`src/rtl/ubcse_pkg.sv`:
```
// ubcse_pkg: shared constants, FSM states and round-robin pick for the adder arbiter
package ubcse_pkg;
  localparam int ADD_W = 8;
  typedef enum logic {ST_ARB, ST_LOCK} state_e;
  function automatic logic [7:0] rr_pick(input logic [7:0] req, input logic [2:0] ptr, input int n);
    logic [7:0] g;
    logic [2:0] idx;
    g = '0;
    for (int k = 7; k >= 0; k--) begin
      idx = 3'((int'(ptr) + k) % n);
      if (k < n && req[idx]) g = 8'(1) << idx;
    end
    return g;
  endfunction
endpackage

```
`src/rtl/UBPriCSlA_7_0.sv`:
```
// UBPriCSlA_7_0: 8-bit carry-select adder with carry-in, S = {cout, sum}
module UBPriCSlA_7_0 (
  output logic [8:0] S,
  input  logic [7:0] X,
  input  logic [7:0] Y,
  input  logic       Cin
);
  logic [4:0] lo, hi0, hi1;
  assign lo  = {1'b0, X[3:0]} + {1'b0, Y[3:0]} + {4'b0, Cin};
  assign hi0 = {1'b0, X[7:4]} + {1'b0, Y[7:4]};
  assign hi1 = hi0 + 5'd1;
  assign S   = {lo[4] ? hi1 : hi0, lo[3:0]};
endmodule

```
`src/rtl/ubcse_share_arb.sv`:
```
// ubcse_share_arb: round-robin sharing of one 8-bit adder with locked multi-byte carry chaining
module ubcse_share_arb
  import ubcse_pkg::*;
#(
  parameter int NREQ = 4,
  parameter int IDW  = $clog2(NREQ)
) (
  input  logic                 clk,
  input  logic                 rst,
  input  logic [NREQ-1:0]      req_valid,
  output logic [NREQ-1:0]      req_ready,
  input  logic [8*NREQ-1:0]    req_x,
  input  logic [8*NREQ-1:0]    req_y,
  input  logic [NREQ-1:0]      req_last,
  output logic                 rsp_valid,
  output logic [IDW-1:0]       rsp_id,
  output logic [ADD_W:0]       rsp_sum,
  output logic                 rsp_last,
  output logic                 busy
);
  state_e            state_q, state_d;
  logic [IDW-1:0]    ptr_q, ptr_d, owner_q, owner_d, gidx, nidx;
  logic              carry_q, carry_d, cin, last_s, acc;
  logic [NREQ-1:0]   gnt;
  logic [7:0]        pick;
  logic [ADD_W-1:0]  xs, ys;
  logic [ADD_W:0]    s;
  logic              rsp_valid_q, rsp_valid_d, rsp_last_q, rsp_last_d;
  logic [IDW-1:0]    rsp_id_q, rsp_id_d;
  logic [ADD_W:0]    rsp_sum_q, rsp_sum_d;

  UBPriCSlA_7_0 u_add (.S(s), .X(xs), .Y(ys), .Cin(cin));

  // grant selection and operand mux for the granted requester
  always_comb begin
    pick = rr_pick(8'(req_valid), 3'(ptr_q), NREQ);
    gnt  = state_q == ST_LOCK ? req_valid & (NREQ'(1) << owner_q) : pick[NREQ-1:0];
    gidx = '0;
    xs = '0;
    ys = '0;
    last_s = 1'b0;
    for (int i = 0; i < NREQ; i++)
      if (gnt[i]) begin
        gidx = IDW'(i);
        xs = req_x[8*i +: 8];
        ys = req_y[8*i +: 8];
        last_s = req_last[i];
      end
    req_ready = rst ? '0 : gnt;
    acc = |gnt & !rst;
    cin = state_q == ST_LOCK ? carry_q : 1'b0;
  end

  // lock FSM, pointer, owner, chained carry and registered response
  always_comb begin
    nidx = (state_q == ST_LOCK ? owner_q : gidx);
    nidx = nidx == IDW'(NREQ - 1) ? '0 : nidx + IDW'(1);
    state_d = state_q;
    ptr_d = ptr_q;
    owner_d = owner_q;
    carry_d = carry_q;
    if (acc) begin
      carry_d = last_s ? 1'b0 : s[ADD_W];
      if (last_s) begin
        state_d = ST_ARB;
        ptr_d = nidx;
      end else if (state_q == ST_ARB) begin
        state_d = ST_LOCK;
        owner_d = gidx;
      end
    end
    rsp_valid_d = acc;
    rsp_id_d = acc ? gidx : rsp_id_q;
    rsp_sum_d = acc ? s : rsp_sum_q;
    rsp_last_d = acc ? last_s : rsp_last_q;
  end

  // state registers with synchronous reset
  always_ff @(posedge clk) begin
    if (rst) begin
      state_q <= ST_ARB;
      ptr_q <= '0;
      owner_q <= '0;
      carry_q <= 1'b0;
      rsp_valid_q <= 1'b0;
      rsp_id_q <= '0;
      rsp_sum_q <= '0;
      rsp_last_q <= 1'b0;
    end else begin
      state_q <= state_d;
      ptr_q <= ptr_d;
      owner_q <= owner_d;
      carry_q <= carry_d;
      rsp_valid_q <= rsp_valid_d;
      rsp_id_q <= rsp_id_d;
      rsp_sum_q <= rsp_sum_d;
      rsp_last_q <= rsp_last_d;
    end
  end

  assign rsp_valid = rsp_valid_q;
  assign rsp_id = rsp_id_q;
  assign rsp_sum = rsp_sum_q;
  assign rsp_last = rsp_last_q;
  assign busy = state_q == ST_LOCK;
endmodule

```
`config.mk`:
```
export PLATFORM = sky130hd
export DESIGN_NAME = ubcse_share_arb
export DESIGN_NICKNAME = d
export VERILOG_FILES = /design/src/rtl/ubcse_pkg.sv /design/src/rtl/UBPriCSlA_7_0.sv /design/src/rtl/ubcse_share_arb.sv
export SDC_FILE = /design/constraint.sdc
export NUM_CORES = 1
export LEC_CHECK = 0
export CAP_MARGIN = 20
export CORE_ASPECT_RATIO = 1.2
export CORE_MARGIN = 1.5
export CORE_UTILIZATION = 42
export DETAILED_ROUTE_END_ITERATION = 7
export PLACE_DENSITY = 0.81
export SYNTH_ARGS = -nofsm -noshare
export SYNTH_HDL_FRONTEND = slang
export SYNTH_SLANG_ARGS = --single-unit
```
`constraint.sdc`:
```
create_clock -name clk -period 6.1 [get_ports clk]
set_input_delay 0.61 -clock clk [delete_from_list [all_inputs] [get_ports clk]]
set_output_delay 0.61 -clock clk [all_outputs]
set_load 0.01 [all_outputs]
```
# Word level (Yosys, flattened, before mapping)
# Index checks and enable logic that the tools add are counted.
dict set report totals {
  register_bits 19
  mem_bits_rw 0
  romBits 0
  latchBits 0
  wordCells 74
  output_inout_bits 18
  n_memories 0
  input_bits 74
}
dict set report op_classes {
  magnitude_cmp 4
  n_eq_ne 1
  reduce_logical 7
  n_addsub 8
  n_mux 35
  bitwise_logic 6
  div_mod_pow 0
  n_shift 5
  mul 0
}
# cell count
set op_table {}
lappend op_table {{2-to-1 mux 8 bit} 8}
lappend op_table {{2-to-1 mux 4 bit} 6}
lappend op_table {{less-than comparator 3 x 4 -> 1 bit, second input constant} 3}
lappend op_table {{2-to-1 mux 1 bit} 12}
lappend op_table {{left shift 1 x 3 -> 4 bit, first input constant} 3}
lappend op_table {{adder 4 x 4 -> 5 bit} 2}
lappend op_table {{binary-select mux 1 bit (select 3 bit)} 3}
lappend op_table {{2-to-1 mux 2 bit} 4}
lappend op_table {{left shift 1 x 2 -> 4 bit, first input constant} 2}
lappend op_table {{OR reduction 2 bit} 3}
lappend op_table {{adder 5 x 1 -> 5 bit} 1}
lappend op_table {{adder 5 x 1 -> 5 bit, second input constant} 1}
lappend op_table {{2-to-1 mux 5 bit} 1}
lappend op_table {{adder 2 x 1 -> 2 bit, second input constant} 2}
lappend op_table {{adder 2 bit, second input constant} 2}
lappend op_table {{bitwise AND 4 bit} 1}
lappend op_table {{less-than comparator 2 x 4 -> 1 bit, second input constant} 1}
lappend op_table {{AND reduction 2 bit} 2}
lappend op_table {{OR reduction 4 bit} 1}
lappend op_table {{bitwise AND 1 bit, first input constant} 3}
lappend op_table {{binary-select mux 1 bit (select 2 bit)} 1}
lappend op_table {{== test 2 bit, second input constant} 1}
lappend op_table {{bitwise AND 1 bit} 1}
lappend op_table {{zero test 1 bit} 1}
lappend op_table {{NOT 1 bit} 1}

# Depth between registers and ports, before layout
dict set report depth {
  ltp_word 18
  ltp_mapped 21
  mapped_depth_nobuf 19
}

# By module
# From an unflattened synthesis, not the netlist that was laid out.
dict set report hier_totals {
  hier_cells 269
  area_unflattened_um2 2229.6
}
# mod area_each_um2 seq_area_each_um2 cells_each instances
set modules_own_cells {}
lappend modules_own_cells {ubcse_share_arb 1839.3 380.4 218 1}
lappend modules_own_cells {UBPriCSlA_7_0 390.4 0.0 51 1}

# Least setup slack after synthesis
# No wires, ideal clock.
dict set report synth_path {
  kind {register to register}
  startpoint {register ptr_q[0]}
  endpoint {register carry_q}
  stages_incl_launch_ff 22
  synth_period_minus_slack_ns 4.388
  path_buffers 3
  arrival_time_ns 4.271
  setup_ns 0.117
  required_time_ns 5.983
  path_slack_ns 1.712
  path_cell_list {dfxtp_1 > buf_6 > inv_1 > ha_1 > mux4_2 > a211oi_1 > o31ai_2 > o221a_2 > buf_4 > nand3_2 > clkbuf_1 > a21oi_1 > a211o_1 > fa_1 > inv_1 > fa_1 > a21o_1 > a21o_1 > nand4_1 > xnor2_1 > nor2_1 > a22o_1}
}
dict set report synth_between {
  elab_chain_cells 18
  elab_cells_between_ends 46
  classes_between {add/sub: 7; shift: 4; mux: 27; bitwise: 4; reduce/logical: 4}
}
# item line
set synth_rtl {}
lappend synth_rtl {{start, declared} ubcse_share_arb.sv:22} ;# logic [IDW-1:0] ptr_q, ptr_d, owner_q, owner_d, gidx, nidx;
lappend synth_rtl {{start signal, assigned} ubcse_share_arb.sv:91} ;# ptr_q <= ptr_d;
lappend synth_rtl {{adder 2 bit} ubcse_pkg.sv:10} ;# idx = 3'((int'(ptr) + k) % n);
lappend synth_rtl {{OR reduction 2 bit (no source line)} -}
lappend synth_rtl {{bitwise AND 1 bit (no source line)} -}
lappend synth_rtl {{binary-select mux 1 bit (select 3 bit)} ubcse_pkg.sv:11} ;# if (k < n && req[idx]) g = 8'(1) << idx;
lappend synth_rtl {{2-to-1 mux 1 bit (not written as such)} ubcse_pkg.sv:11}
lappend synth_rtl {{2-to-1 mux 4 bit (3 in a row)} ubcse_pkg.sv:11}
lappend synth_rtl {{2-to-1 mux 4 bit (*)} ubcse_pkg.sv:11}
lappend synth_rtl {{2-to-1 mux 4 bit (*)} ubcse_share_arb.sv:37} ;# gnt = state_q == ST_LOCK ? req_valid & (NREQ'(1) << owner_q) : pick[NREQ-1:0];
lappend synth_rtl {{2-to-1 mux 8 bit (4 in a row)} ubcse_share_arb.sv:43} ;# if (gnt[i]) begin
lappend synth_rtl {{adder 4 x 4 -> 5 bit, on equally long branches} {UBPriCSlA_7_0.sv:10, UBPriCSlA_7_0.sv:9}}
lappend synth_rtl {{adder 5 x 1 -> 5 bit, on equally long branches} {UBPriCSlA_7_0.sv:11, UBPriCSlA_7_0.sv:9}}
lappend synth_rtl {{2-to-1 mux 5 bit} UBPriCSlA_7_0.sv:12} ;# assign S = {lo[4] ? hi1 : hi0, lo[3:0]};
lappend synth_rtl {{2-to-1 mux 1 bit} ubcse_share_arb.sv:63} ;# carry_d = last_s ? 1'b0 : s[ADD_W];
lappend synth_rtl {{end signal, assigned} ubcse_share_arb.sv:93} ;# carry_q <= carry_d;
lappend synth_rtl {{end, declared} ubcse_share_arb.sv:23} ;# logic carry_q, carry_d, cin, last_s, acc;
# Every way passes the cells marked *; elsewhere a longest branch is shown, timed or not. The select of a mux whose other input is x is not followed.
# A chain may end at the register's enable or synchronous reset.

# Worst setup path in the final report
# Same ends and word-level chain as after synthesis.

==> flow_summary_export.csv <==
group,metric,value,unit
run_status,status,"finished, final reports clean",
clock_tree,clk_pin_slew_worst_paths,0.07,ns
pwr,ir_drop,0.0003735,V
setup_path,reg2reg_to,"carry_q",
yosys,syn-mean-instance-area,7.741,µm²
timing,fmax,0.1892,GHz
setup_path,cp_data_required_time,6.26,ns
yosys,ys_seq_area_share,18.75,%
setup_path,ff2ff_setup_slack,0.82,ns
clock_tree,root_buffer,"clkbuf_8",
cells_and_area,instances_no_fill,401,
timing,rsz0062_at_grt,"no",
floorplanning,num_rows,27,
yosys,async_flop_share,0,%
yosys,synthMuxAreaShare,5.984,%
clock_tree,cts_resized,0,
clock_tree,cts_num_sinks,19,
timing,period_minus_slack,5.285,ns
detailed_routing,viasPerCell,5.900,
place,numPortBuffers,91,
timing,hold_violations,0,
timing,tightest_slew,0.8001,ns
pwr,p_sw_share,52.01,%
cells_and_area,final_nets,436,
floorplanning,start_util,43.82,%
cells_and_area,final_common_cell,"clkdlybuf4s50_1",
detailed_routing,drt_drc_violations_left,0,
clock_tree,cts_tree,"yes",
clock_tree,cts_max_level,1,
detailed_routing,wl_per_cell,15.60,µm
yosys,ys_ff_latch,19,
cells_and_area,fillers,416,
yosys,syn_area,2028,µm²
yosys,synthAdderAreaFrac,12.21,%
timing,setup_slack,0.8152,ns
yosys,synth-xor-area-share,3.455,%
pwr,p_int,0.9446,mW
min_path,hold_class,"reg -> reg",
timing,finalCritPeriodShare,86.64,%
grt,first_global_vias,2315,
setup_path,worst_setup_path_start_kind,"flop",
yosys,synth_top_family_by_area,"compound AO/OA/AOI/OAI gates",
yosys,synth_nets,354,
yosys,synth_warnings,0,
clock_tree,cts_buffers,3,
cells_and_area,final_cell_mix,"clkdlybuf4s50_1 (91), nand2_1 (24), a21oi_1 (22), nor2_1 (22), inv_1 (20)",
pwr,powerDensity,654.7,nW/µm²
cells_and_area,drive_above_1_share,6.706,%
clock_tree,ctsHoldBuffers,0,
yosys,ys_types,51,
place,placedCellCount,397,
timing,finalMaxSlewViolations,0,
pwr,p_switching,1.024,mW
setup_path,crit_type,"reg -> reg",
yosys,synth_compound_area_share,35.10,%
floorplanning,io_pins,92,
setup_path,path_max_fanout,19,
pwr,comb_power_share,84.2,%
setup_path,arrival,5.44,ns
cells_and_area,antenna_cells,0,
grt,antenna_found_initial,0,
run,drv_cap,0,
min_path,hold_depth,2,
detailed_routing,routed_wl,6254,µm
floorplanning,die_h,79.13,µm
place,dpl.hpwl,5010,µm
clock_tree,clk_path_buf_depth,2,
cells_and_area,areaGrowthSynthToFinish,48.24,%
timing,maxSlewHeadroom,46.37,%
grt,grtUsageTotal,24.77,%
min_path,hold_start,"rsp_sum[2]",
yosys,synthSimpleGateAreaFrac,16.96,%
grt,grt_max_degree,40,
yosys,synth_edf_count,0,
pwr,seqPwrFrac,11.4,%
detailed_routing,firstDrtPassIters,4,
yosys,synth_flop_cell,"dfxtp_1",
setup_path,worst_setup_path_end_kind,"flop",
cells_and_area,fin_util,64.96,%
detailed_routing,drtIter0Drc,143,
place,placed_cell_area,2960,µm²
timing,setup_violations,0,
place,dp_slack,0.8356,ns
cells_and_area,stdcell_area,3007,µm²
grt,grt_pass1_wl,10230,µm
min_path,hold_end,"rsp_sum[2]",
floorplanning,die_area,5257,µm²
setup_path,reg2reg_from,"ptr_q[0]",
yosys,synthCells,262,
setup_path,reg2reg_depth,18,
detailed_routing,ant_nets,0,
timing,fin_worst_skew,0.004247,ns
detailed_routing,via_count,2366,
place,gp_congestion,0.8434,
timing,setup-tns-final,0,ns
pwr,pwr-share-clk,4.4,%
pwr,leakage,1.215,nW
clock_tree,worstSkewPairLatency,0.26,ns
grt,grt_overflow,0,
floorplanning,fp.dieW,66.44,µm
floorplanning,core,4628,µm²
clock_tree,cts_setup_buffers,0,
stage by stage:
stage	total power, mW	hold WS, ns
2_1_floorplan	1.445	0.4492
3_3_place_gp	1.823	0.4346
3_5_place_dp	1.876	0.4406
4_1_cts	1.971	0.4469
5_1_grt	2.187	0.4859
6_report	1.968	0.4463
kinds of logic (layout without fill, tap and decap cells):
group,Yosys count,after routing
AO/OA/AOI/OAI,101,101
XOR/XNOR,8,8
AND/OR/NAND/NOR,72,72
multiplexers,8,8
buffers and inverters,36,117
flip-flops,19,19
adder cells (fa/ha/maj),18,18
routing by layer:
layer	global-route usage [%]	vias up	wire [µm]
li1	-	1126	-
met1	26.84	1101	2342
met2	45.90	120	3296
met3	4.674	19	445
met4	10.20	0	170
met5	0	-	0
worst max-delay path, cell delays in order (launching register included):
cell	delay, ns
dfxtp_1	0.66
inv_1	0.24
ha_1	0.42
mux4_2	0.41
a211oi_1	0.34
o31ai_2	0.14
o221a_2	0.27
nand2_1	0.51
o22ai_1	0.17
a211o_1	0.35
fa_1	0.42
inv_1	0.10
fa_1	0.22
a21o_1	0.13
a21o_1	0.22
nand4_1	0.13
xnor2_1	0.16
nor2_1	0.07
a22o_1	0.21
synthesized netlist by cell type, drive strengths merged (4+ instances only):
master | number | area [µm²]
a211oi | 14 | 110.1
a21o | 11 | 82.58
a21oi | 22 | 110.1
a22oi | 4 | 30.03
a31oi | 4 | 25.02
buf | 7 | 43.79
clkbuf | 8 | 30.03
dfxtp | 19 | 380.4
ha | 15 | 187.7
inv | 21 | 78.82
nand2 | 24 | 90.09
nor2 | 22 | 82.58
nor3 | 6 | 35.03
o21ai | 15 | 78.82
o22ai | 14 | 87.58
xnor2 | 5 | 43.79
power groups by stage:
stage | clock, mW | sequential [mW] | combinational, mW
3_5_place_dp | 0 | 0.226 | 1.65
2_1_floorplan | 0 | 0.218 | 1.23
3_3_place_gp | 0 | 0.226 | 1.60
4_1_cts | 0.0882 | 0.223 | 1.66
5_1_grt | 0.0957 | 0.231 | 1.86
6_report | 0.0872 | 0.225 | 1.66
worst max path at each step:
stage | to | startpoint | slack [ns] | cells after the start
final | carry_q | ptr_q[0] | 0.82 | 18
after global routing | carry_q | ptr_q[0] | 0.38 | 18
after CTS | carry_q | ptr_q[0] | 0.83 | 18
after detailed placement | carry_q | req_valid[2] | 0.84 | 17
after global placement | carry_q | req_valid[3] | 1.02 | 18
after floorplan | carry_q | ptr_q[0] | 1.71 | 21
flip-flops by register name (all words and copies together), names as in the netlist:
signal and cells:
rsp_id 2, busy 1, ptr_q 2, rsp_last 1, rsp_sum 9, carry_q 1
rsp_valid 1, owner_q 2
final cells by class:
| class | count | area [µm²] | share of cell area [%] |
|---|---|---|---|
| Tap cell | 58 | 72.57 | 2.414 |
| Sequential cell | 19 | 380.4 | 12.65 |
| Clock buffer | 3 | 41.29 | 1.373 |
| Inverter | 21 | 78.83 | 2.622 |
| Timing Repair Buffer | 92 | 918.4 | 30.55 |
| Multi-Input combinational cell | 207 | 1510 | 50.23 |
| Clock inverter | 1 | 5.005 | 0.1665 |
(Power assumes the default switching activity.)
